`config.mk`:
```
export PLATFORM = sky130hd
export DESIGN_NAME = mpmc11_rd_fifo_arb
export DESIGN_NICKNAME = d
export VERILOG_FILES = /design/src/rtl/mpmc11_pkg.sv /design/src/rtl/mpmc11_rr_pick.sv /design/src/rtl/mpmc11_rd_fifo_arb.sv
export SDC_FILE = /design/constraint.sdc
export NUM_CORES = 1
export LEC_CHECK = 0
export CAP_MARGIN = 0
export CORE_AREA = 4 4 76 78
export CTS_CLUSTER_DIAMETER = 120
export DETAILED_ROUTE_END_ITERATION = 8
export DIE_AREA = 0 0 80 82
export MAX_ROUTING_LAYER = met4
export PLACE_DENSITY = 0.63
export SLEW_MARGIN = 10
export SYNTH_ARGS = -nofsm -noshare
export SYNTH_HDL_FRONTEND = slang
export SYNTH_HIERARCHICAL = 1
export SYNTH_SLANG_ARGS = --single-unit
export TNS_END_PERCENT = 100
```
`constraint.sdc`:
```
create_clock -name clk -period 5.6 [get_ports clk]
set_input_delay 1.12 -clock clk [delete_from_list [all_inputs] [get_ports clk]]
set_output_delay 1.12 -clock clk [all_outputs]
set_load 0.01 [all_outputs]
```
`src/rtl/mpmc11_pkg.sv`:
```
// Shared types for the mpmc11 controller: controller FSM states, read-arbiter
// states and a wraparound first-set helper used for selection.
package mpmc11_pkg;

  localparam int MAX_CH = 32;

  typedef enum logic [2:0] {
    IDLE,
    REFRESH,
    ACTIVATE,
    READ,
    WRITE,
    PRECHARGE
  } mpmc11_state_t;

  typedef enum logic [1:0] {
    ARB,
    GNT,
    COOL
  } mpmc11_rdarb_state_t;

  // First set bit of vec scanning last+1 .. n-1 then 0 .. last (modulo n).
  function automatic int rr_pick(input logic [MAX_CH-1:0] vec, input int last, input int n);
    int         res;
    bit         hit;
    logic [4:0] idx;
    res = 0;
    hit = 1'b0;
    for (int k = 0; k < MAX_CH; k++) begin
      idx = 5'((last + 1 + k) % n);
      if (k < n && !hit && vec[idx]) begin
        res = int'(idx);
        hit = 1'b1;
      end
    end
    return res;
  endfunction

endpackage

```
`src/rtl/mpmc11_rr_pick.sv`:
```
// Combinational wraparound first-set finder: lowest set bit above last_i,
// otherwise lowest set bit overall. last_i = NCH-1 gives fixed priority.
module mpmc11_rr_pick #(
  parameter int NCH = 9,
  parameter int CW  = 4
) (
  input  logic [NCH-1:0] vec_i,
  input  logic [CW-1:0]  last_i,
  output logic [CW-1:0]  idx_o,
  output logic           found_o
);

  logic [NCH-1:0] above;
  logic [NCH-1:0] src;

  // NOTE: every output of a combinational block gets a default before any
  // conditional assignment, otherwise a latch is inferred.
  always_comb begin
    above = '0;
    for (int i = 0; i < NCH; i++) begin
      above[i] = (i > int'(last_i));
    end
    src     = (|(vec_i & above)) ? (vec_i & above) : vec_i;
    idx_o   = '0;
    for (int i = NCH - 1; i >= 0; i--) begin
      if (src[i]) idx_o = CW'(i);
    end
    found_o = |vec_i;
  end

endmodule

```
`src/rtl/mpmc11_rd_fifo_arb.sv`:
```
// Read-FIFO candidate register and single-grant arbiter (req/ack to the controller).
// Optional per-channel starvation aging is enabled with `define MPMC11_RDARB_AGE_EN.
module mpmc11_rd_fifo_arb
  import mpmc11_pkg::*;
#(
  parameter  int NCH     = 9,
  parameter  int RR      = 1,
  parameter  int AGE_W   = 4,
  parameter  int AGE_LIM = 12,
  localparam int CW      = (NCH > 1) ? $clog2(NCH) : 1
) (
  input  logic          clk,
  input  logic          rst,
  input  mpmc11_state_t state,
  input  logic [NCH-1:0] empty,
  input  logic [NCH-1:0] rd_rst_busy,
  input  logic          calib_complete,
  input  logic          ack,
  output logic [NCH-1:0] rd,
  output logic [NCH-1:0] gnt,
  output logic          gnt_v,
  output logic [CW-1:0] gnt_ch,
  output logic [NCH-1:0] starve
);

  localparam logic [CW-1:0] LAST_FP = CW'(NCH - 1);

  logic [NCH-1:0]      rd_d;
  logic [NCH-1:0]      rd_q;
  logic [NCH-1:0]      gnt_q;
  logic                gnt_v_q;
  logic [CW-1:0]       gnt_ch_q;
  logic [CW-1:0]       last_q;
  mpmc11_rdarb_state_t fsm_q;

  logic [CW-1:0]       pick_last;
  logic [CW-1:0]       pick_idx;
  logic                pick_found;
  logic [CW-1:0]       sel_idx;
  logic                gnt_lost;
  logic [NCH-1:0]      starve_vec;

  assign rd_d      = (state == IDLE && calib_complete) ? (~empty & ~rd_rst_busy) : '0;
  assign gnt_lost  = |(gnt_q & (empty | rd_rst_busy));
  assign pick_last = (RR != 0) ? last_q : LAST_FP;

  mpmc11_rr_pick #(
    .NCH(NCH),
    .CW (CW)
  ) u_pick (
    .vec_i  (rd_q),
    .last_i (pick_last),
    .idx_o  (pick_idx),
    .found_o(pick_found)
  );

`ifdef MPMC11_RDARB_AGE_EN
  logic [MAX_CH-1:0] starve_cand;
  logic [AGE_W-1:0]  age_q [NCH];
  logic [AGE_W-1:0]  age_d [NCH];
  logic [NCH-1:0]    starve_q;
  logic [NCH-1:0]    starve_d;

  always_comb begin
    for (int i = 0; i < NCH; i++) begin
      age_d[i] = age_q[i];
      if (!calib_complete || !rd_q[i] || (gnt_v_q && ack && gnt_q[i])) begin
        age_d[i] = '0;
      end else if (!gnt_q[i] && age_q[i] != {AGE_W{1'b1}}) begin
        age_d[i] = age_q[i] + 1'b1;
      end
      starve_d[i] = (age_d[i] >= AGE_W'(AGE_LIM));
    end
  end

  // NOTE: the age array is reset like any other register; starve is derived
  // from it and must read zero straight out of reset.
  always_ff @(posedge clk or posedge rst) begin
    if (rst) begin
      for (int i = 0; i < NCH; i++) age_q[i] <= '0;
      starve_q <= '0;
    end else begin
      age_q    <= age_d;
      starve_q <= starve_d;
    end
  end

  assign starve_vec = starve_q;
`else
  localparam logic AGE_CFG_OK = (AGE_LIM < (1 << AGE_W));
  // Without aging the starve vector is a constant zero for any legal configuration.
  assign starve_vec = {NCH{1'b0}} & {NCH{AGE_CFG_OK}};
`endif

  // A starving, still-readable channel overrides the normal pick.
  always_comb begin
    sel_idx = pick_idx;
`ifdef MPMC11_RDARB_AGE_EN
    starve_cand             = '0;
    starve_cand[NCH-1:0]    = starve_vec & rd_q;
    if (|starve_cand) sel_idx = CW'(rr_pick(starve_cand, NCH - 1, NCH));
`endif
  end

  // NOTE: sequential state uses <= so every register samples pre-edge values,
  // independent of statement order inside the block.
  always_ff @(posedge clk or posedge rst) begin
    if (rst) begin
      rd_q     <= '0;
      gnt_q    <= '0;
      gnt_v_q  <= 1'b0;
      gnt_ch_q <= '0;
      last_q   <= LAST_FP;
      fsm_q    <= ARB;
    end else begin
      rd_q <= rd_d;
      if (!calib_complete) begin
        gnt_q   <= '0;
        gnt_v_q <= 1'b0;
        fsm_q   <= ARB;
      end else begin
        case (fsm_q)
          ARB: begin
            if (pick_found) begin
              gnt_q    <= {{(NCH-1){1'b0}}, 1'b1} << sel_idx;
              gnt_ch_q <= sel_idx;
              gnt_v_q  <= 1'b1;
              fsm_q    <= GNT;
            end
          end
          GNT: begin
            if (ack) begin
              gnt_q   <= '0;
              gnt_v_q <= 1'b0;
              last_q  <= gnt_ch_q;
              fsm_q   <= COOL;
            end else if (gnt_lost) begin
              gnt_q   <= '0;
              gnt_v_q <= 1'b0;
              fsm_q   <= ARB;
            end
          end
          // One idle cycle lets the FIFO empty flag catch up with the last read.
          COOL:    fsm_q <= ARB;
          default: fsm_q <= ARB;
        endcase
      end
    end
  end

  assign rd     = rd_q;
  assign gnt    = gnt_q;
  assign gnt_v  = gnt_v_q;
  assign gnt_ch = gnt_ch_q;
  assign starve = starve_vec;

endmodule

```
==> impl.org, run 1 <==
** Synthesis
- Synthesized instance count :: 172
- The share of the Yosys chip area taken by registers is 0.426.
- Count of flip-flops with a built-in enable after synthesis :: 0
- Count of different cell masters after synthesis :: 48
- Mean area per synthesized cell :: 9.92 µm²
- Yosys warnings :: 6
- dfrtp_1 is the most common cell in the netlist.
- The mapped netlist covers 1710 µm².
- Most numerous cell types in the synthesized netlist :: 28 x dfrtp_1, 16 x mux2_2, 15 x nor2_1, 15 x nor3_1, 14 x o21ai_0
- Counting flops and latches in the post-synthesis netlist gives 29.
- Of all cell types, the one taking the most synthesized area is dfrtp_1.
- Largest cells by area after synthesis :: dfrtp_1 41%, mux2_2 11%, nor3_1 4.4%, o21ai_0 4.1%, buf_4 4.0%
- Portion of synthesized cell area occupied by the leading cell type :: 0.411
- Most used DFF post-synth :: dfrtp_1
- Post-synth ARST share :: 1.00

** Cells and area
- 0 antenna diodes ended up in the layout.
- Area used by multi-input combinational logic :: 886 µm²
- Relative to the synthesized area, the layout overhead comes to 34.0%.
- At the end of the flow, the number of nets in the layout was 247.
- Of the cells placed in the final design, the portion with a size suffix greater than 1 is 0.175.
- Reg area :: 727 µm²
- Count of filler cells inserted in the layout :: 515

** Clock network
- Post-CTS sizing :: 0
- Number of buffers inserted for hold repair after clock tree synthesis :: 0
- In this run, CTS created clock tree buffers numbering 5.
- Sink Count :: 29
- The clock reaches the later pin of the worst-skew pair after 0.28 ns.
- Longest Clk Path Bufs :: 2
- CTS placed an instance of clkbuf_8 at the clock tree root.
- The H-tree was split into 2 levels.
- CTS tree :: done
- Buffers added to address setup during post-CTS repair amount to 0.
- Clock-pin slew was measured on the worst setup and hold paths at 0.07 ns.

** Floorplan
- Standard cell core area :: 5070 µm²
- The floorplan has 26 rows.
- During I/O placement, the number of pins put on the boundary was 57.
- The floorplan step set the die width to 80 µm.
- DIE AREA :: 6560 µm²
- The initial utilization of the core area, before any placement, comes to 0.336.
- From bottom edge to top edge, the die measures 82 µm.

** Power
- Of the total power, registers draw 0.470.
- Worst VDD drop :: 0.000107 V
- Internal power comes to 0.000360 W.
- Reported leakage power :: 0.941 nW
- In this run the power spent charging and discharging nets is 0.000140 W.
- Proportion of power drawn by the clock network :: 0.331
- Of the total power, combinational logic draws 0.199.
- For this design the ratio of total power to cell area is 218 nW/µm².
- Of the total power, the share spent switching nets is 0.280.

** Timing
- Final hold vios :: 0
- Worst-case headroom to the max-slew limit :: 0.326
- Setup TNS :: 0 ns
- Setup violations remaining at the end of the flow were counted as 0.
- For the pin with the worst max-slew slack, the measured transition is 1.01 ns.
- Worst setup margin :: 2.60 ns
- Max Clock Skew :: 0.00813 ns
- The smallest clock period supported by the final layout is computed as 3.00 ns.
- Dividing the final minimum period by the clock period gives 0.536.
- Max Clk Rate :: 0.333 GHz
- Setup repair after global routing left no endpoint under its margin.
- Max-slew violation count :: 0

** Global route
- Pin count of the biggest net entering global routing :: 30
- Global-route wire length before repair :: 7.29 mm
- The initial antenna violation count was 0.
- Fraction of met1 tracks used by global routing :: 0.190
- In the global route stage, overall resource usage came out at 0.148.
- For met3 alone, demand over resource in global routing was 0.0307.
- GRT Residual Overflow :: 0
- Number of global-route vias before repair :: 1488
- Global routing usage on met2 :: 0.238
- The layer flagged by global routing as most heavily used is met2.

** Place
- Port Buf Inserts :: 47
- Summed over all nets, the half-perimeter wirelength after detailed placement is 3.48 mm.
- Prior to clock tree synthesis, the placed netlist has a worst setup slack of 2.42 ns.
- At the end of routability-driven placement, the weighted congestion stood at 0.841.

** Setup path
- Data arrival, critical path :: 3.22 ns
- STA classifies the critical path endpoint as a flip-flop.
- Required arrival time at the worst endpoint :: 5.82 ns
- Launching element type of the critical path :: flip-flop
- Peak fanout along the critical path :: 9
- The startpoint identified for the worst register-to-register timing path is last_q[2]$_DFFE_PP0P_.
- FF-to-FF End :: gnt[2]$_DFFE_PP0P_
- Cell depth of the worst flop-to-flop path :: 9
- Worst Path Class, Setup :: flip-flop to flip-flop
- Reg-to-reg setup timing slack :: 2.60 ns

** Drt
- The routed layout has 1508 vias.
- The detailed router finished its first iteration with 72 violations.
- Number of routed nets with antenna violations :: 0
- Pre-antenna DRT Iters :: 4
- DRC :: 0
- Via-per-instance ratio :: 5.15
- In the final routed layout, each cell accounts on average for 15.1 µm.
- Overall routed net length :: 4.42 mm

** Hold path
- Hold WC Path Type :: flip-flop to flip-flop
- WHS Endpoint :: gnt_v$_DFFE_PP0P_
- Hold path start :: gnt_v$_DFFE_PP0P_
- Along the worst hold path, the cell count comes to 1.

** Flow run
- Number of max-capacitance violations reported :: 0

** Outcome
- The run finished with clean final reports.
-- stage by stage --
stage	hold WS [ns]	util	instances	power (W)	instance area, µm²
after global routing	0.531	0.451	293	0.000527	2290
final	0.504	0.451	293	0.000500	2290
after detailed placement	0.483	0.434	285	0.000339	2200
after floorplan	0.527	-	180	0.000295	1740
after CTS	0.504	0.451	293	0.000505	2290
after global placement	0.482	0.434	285	0.000338	2200
-- final cells by class --
class	instances	share of cell area
clock buffer	5	0.0301
clock inverter	3	0.00766
inverter	8	0.0131
multi-input combinational	131	0.387
sequential	29	0.318
tap	70	0.0383
timing repair buffer	47	0.206
-- flip-flops by register name (all words and copies together) (netlist names) --
register,flops
last_q,4
gnt_ch,4
gnt_v,1
gnt,9
fsm_q,2
rd,9
-- worst max-delay path, cell delays in order, from the launching register on --
cell and delay [ns]:
dfrtp_1 0.48, nand2_1 0.14, o211ai_1 0.44, a311oi_1 0.21
o21ai_0 0.24, a21oi_1 0.08, a221oi_2 0.34, or4bb_2 0.70
nor3_1 0.15, mux2_2 0.17
-- worst max path at each step --
stage | start | to | slack, ns | cells after the start
after detailed placement | calib_complete | gnt[2]$_DFFE_PP0P_ | 2.42 | 5
after floorplan | last_q[2]$_DFFE_PP0P_ | gnt[2]$_DFFE_PP0P_ | 2.78 | 8
final | last_q[2]$_DFFE_PP0P_ | gnt[2]$_DFFE_PP0P_ | 2.60 | 9
after global placement | calib_complete | gnt[6]$_DFFE_PP0P_ | 2.45 | 5
after global routing | last_q[2]$_DFFE_PP0P_ | gnt[2]$_DFFE_PP0P_ | 2.26 | 9
after CTS | last_q[2]$_DFFE_PP0P_ | gnt[2]$_DFFE_PP0P_ | 2.64 | 9
-- layout by cell type, fill, tap and decap left out, types with 2 or more instances in the layout --
cell / netlist / final
a21oi_1: 4 / 4
or2_2: 3 / 3
nor2b_1: 3 / 3
o21ai_0: 14 / 14
inv_1: 7 / 6
mux2_2: 16 / 16
clkdlybuf4s50_1: 0 / 47
or4b_2: 2 / 2
clkinv_2: 0 / 2
nor3_1: 15 / 15
nand2_1: 8 / 8
nand3_1: 6 / 6
nand2b_1: 3 / 3
a211oi_1: 5 / 5
clkinv_1: 1 / 2
nor2_1: 15 / 15
conb_1: 1 / 9
clkbuf_8: 0 / 5
dfrtp_1: 28 / 28
-- power groups by stage --
stage               Combinational [W]  Sequential (W)  Clock [W]
finish                      0.0000996        0.000235   0.000165
global route                 0.000109        0.000238   0.000181
CTS                          0.000101        0.000235   0.000169
detailed placement           0.000100        0.000239          0
global placement            0.0000994        0.000239          0
floorplan                   0.0000559        0.000239          0
-- layer usage --
metal	vias up	wire [µm]
li1	724	-
met1	710	1970
met2	65	2110
met3	9	271
met4	0	80
met5	-	0
-- kinds of logic (layout without fill, tap and decap cells) --
kind of cell | after synthesis | count (layout) | synth area share
compound gates | 40 | 40 | 0.178
mux | 16 | 16 | 0.106
simple gates | 66 | 66 | 0.216
buf+inv | 20 | 63 | 0.0726
flops | 29 | 29 | 0.426
other cells | 1 | 9 | 0.00220
No activity file was read; power rests on OpenSTA's default activity.
==> run 2, diff against run 1 <==
==> constraint.sdc (replaced) <==
create_clock -name clk -period 3.13 [get_ports clk]
set_input_delay 0.626 -clock clk [delete_from_list [all_inputs] [get_ports clk]]
set_output_delay 0.626 -clock clk [all_outputs]
set_load 0.01 [all_outputs]
==> run 2 against run 1 <==
  * Global-route usage rose by 0.50 points
  * Die area did not move
  * Core utilization rose by 1.4 points
  * Critical endpoint unchanged
  * Largest cell class unchanged
  * Largest power group unchanged
==> impl.org, run 2 (same netlist as run 1, synthesis figures left out) <==
** Flow run
- The number of max-cap violations came to 0 (unchanged).

** Setup path
- The critical path data arrival time was 3.21 ns (about the same).
- The count of buffer and inverter cells on the critical path came to 0 (unchanged).
- The cell family contributing the most delay on the critical path is compound AO/OA/AOI/OAI gates.
- The worst-path maximum fanout is 9 (unchanged).
- Critical Path Sink Type :: flip-flop
- Traced cell by cell, the critical path runs through nand2_1 -> o211ai_1 -> a311oi_1 -> o21ai_0 -> a21oi_1 -> a221oi_2 -> or4bb_2 -> nor3_1 -> mux2_2.
- Required arrival time at the worst endpoint :: 3.35 ns (-2.47 ns)
- Worst Path Class, Setup :: flip-flop to flip-flop
- The delay of the slowest critical-path stage was 0.71 ns (about the same).
- Launching element type of the critical path :: flip-flop
- On the critical path, the stage with the largest delay is an instance of or4bb_2.

** Timing
- The setup slack after layout is 0.145 ns (-2.46 ns).
- The final-report hold violation count came to 0 (unchanged).
- The final critical path time including I/O delays and setup came to 2.99 ns (-0.0145 ns).
- Period utilization :: 0.954 (+0.418)
- Worst-margin pin slew :: 0.678 ns (-0.327 ns)
- The setup-violating endpoint count in the final report came to 0 (unchanged).
- Max Clk Rate :: 0.335 GHz (+0.48%)
- Setup TNS :: 0 ns (unchanged)
- The final worst hold slack is 0.492 ns (-0.0122 ns).
- The worst-case headroom to the max-slew limit came to 0.542 (+0.216).
- RSZ-0062 raised after global routing :: no
- Max Clock Skew :: 0.00309 ns (-0.00504 ns)
- Max-slew violation count :: 0 (unchanged)

** Drt
- The routed via count is 1533 (+1.7%).
- The detail-routed via count per cell is 5.08 (-1.4%).
- Final routed wire length divided by cell count :: 15.2 µm (+0.59%)
- Iteration-0 DRC count of the detailed router :: 80 (+11%)
- Pre-antenna DRT Iters :: 4 (unchanged)
- The number of nets still failing antenna checks after routing was 0 (unchanged).
- The DRC violation count after routing is 0 (unchanged).
- The wire length after detailed routing was 4.59 mm (+3.7%).

** Power
- The leakage power was 0.990 nW (+5.1%).
- Internal power component :: 0.000649 W (+81%)
- The fraction of power spent switching nets is 0.278 (-0.00227).
- The largest vdd supply drop came to 0.000261 V (+140%).
- The net switching power of the design was 0.000250 W (+79%).
- The clock power share was 0.325 (-0.006).
- The register share of total power is 0.469 (about the same).
- The total power per unit cell area is 382 nW/µm² (+75%).
- The share of total power in combinational logic is 0.205 (+0.006).

** Global route
- Overall fraction of global-route tracks in use :: 0.153 (+0.00500)
- Pin count of the biggest net entering global routing :: 30 (unchanged)
- The sum of overflow across all layers after global routing was 0 (unchanged).
- Global-route layer with the greatest usage :: met2
- Global-route wire length before repair :: 7.40 mm (+1.6%)
- The number of global-route vias before repair was 1494 (+0.40%).
- Antenna violations before repair :: 0 (unchanged)
- The met3 usage in global routing is 0.0406 (+0.00987).
- The met1 demand-to-capacity share in global routing came to 0.190 (-0.000223).
- Global routing usage on met2 :: 0.236 (-0.00166)

** Floorplan
- The number of core rows was 26 (unchanged).
- The effective utilization at floorplan is 0.336 (unchanged).
- Width of the die :: 80 µm (unchanged)
- The floorplan die area came to 6560 µm² (unchanged).
- The number of top-level pins was 57 (unchanged).
- The die height is 82 µm (unchanged).
- The core box area was 5070 µm² (unchanged).

** Cells and area
- Area Growth Syn to Fin :: 38.1%
- Reg area :: 729 µm² (+0.34%)
- The layout filler cell count came to 512 (-0.58%).
- The net total in the final layout is 256 (+3.6%).
- The library cell used most frequently in the layout, excluding fill and tap cells, is clkdlybuf4s50_1.
- Fraction of layout instances using a drive strength above 1 :: 0.216 (+0.0406)
- The number of antenna cells inserted is 0 (unchanged).
- The total area of multi-input combinational cells was 890 µm² (+0.42%).
- The final cell area excluding filler cells is 2360 µm² (+3.1%).
- Highest-count cells in the layout ignoring fill and taps :: 47 x clkdlybuf4s50_1, 26 x dfrtp_1, 16 x mux2_2, 15 x nor2_1, 15 x nor3_1

** Place
- The worst slack after detailed placement is 0.146 ns (-2.27 ns).
- Port Buf Inserts :: 47 (unchanged)
- Global placement routability congestion :: 0.904 (+7.5%)
- DP HPWL :: 3.50 mm (+0.40%)
- Post-place instance area :: 2260 µm² (+2.7%)

** Clock network
- The total clock buffers created by CTS was 5 (unchanged).
- The clock-pin slew on the worst setup and hold paths came to 0.06 ns (about the same).
- The deepest clock path buffer count came to 2 (unchanged).
- CTS tree :: done
- Clock tree synthesis selected as its root buffer the cell clkbuf_8.
- The source-to-sink clock delay at the later pin of the worst-skew pair is 0.28 ns (about the same).
- Number of buffers inserted for hold repair after clock tree synthesis :: 0 (unchanged)
- Deepest level of the CTS H-tree :: 2 (unchanged)
- Sink Count :: 29 (unchanged)

** Outcome
- The flow ran to the end, and the final reports show no timing, DRC or antenna violations.

** Hold path
- The tightest min-delay check is of the flip-flop to flip-flop type.
==> run 2: cell types whose count changed in the layout (fill, tap and decap cells not counted), sizes merged <==
cell / delta
buf: +9
clkbuf: +1
clkinv: -1
clkinvlp: -1
inv: +1
==> run 2: cell type report <==
class,count,area share
Tap cell,70,0.0372
Timing Repair Buffer,56,0.228
Clock buffer,6,0.0308
Inverter,8,0.0127
Clock inverter,2,0.00425
Multi-Input combinational cell,131,0.377
Sequential cell,29,0.309
==> run 2: repair_timing <==
action,CTS,global route
resized for setup,0,3
buffers inserted,0,1
setup endpoints to repair,0,2
endpoints found under the hold margin,0,0
==> run 2: metrics by stage <==
step,utilization,cells,power (W)
4_1_cts,0.462,301,0.000911
2_1_floorplan,-,180,0.000528
5_1_grt,0.464,302,0.000956
3_3_place_gp,0.446,293,0.000611
6_report,0.464,302,0.000900
3_5_place_dp,0.446,293,0.000612
==> run 2: path summary, 6_finish.rpt <==
check / startpoint / to / slack, ns / cells after the start
hold reg to reg: gnt_v$_DFFE_PP0P_ / gnt_v$_DFFE_PP0P_ / 0.49 / 1
min in group asynchronous: rst / gnt_v$_DFFE_PP0P_ / 0.71 / 3
setup / recovery: last_q[2]$_DFFE_PP0P_ / gnt[2]$_DFFE_PP0P_ / 0.14 / 9
max in group asynchronous: rst / last_q[3]$_DFFE_PP1P_ / 2.11 / 3
hold / removal: gnt_v$_DFFE_PP0P_ / gnt_v$_DFFE_PP0P_ / 0.49 / 1
setup reg to reg: last_q[2]$_DFFE_PP0P_ / gnt[2]$_DFFE_PP0P_ / 0.14 / 9
==> run 2: power groups by stage <==
stage,clock [W],combinational [W],sequential (W)
CTS,0.000304,0.000186,0.000421
global route,0.000329,0.000202,0.000426
detailed placement,0,0.000185,0.000428
finish,0.000293,0.000185,0.000422
floorplan,0,0.000100,0.000428
global placement,0,0.000184,0.000426
==> run 2: metal layers <==
metal  wire (µm)  share of wire  vias up
met5           0              0        -
met4          51          0.011        0
met3         333          0.073        5
met2        2090           0.46       69
met1        2110           0.46      722
li1            -              -      737
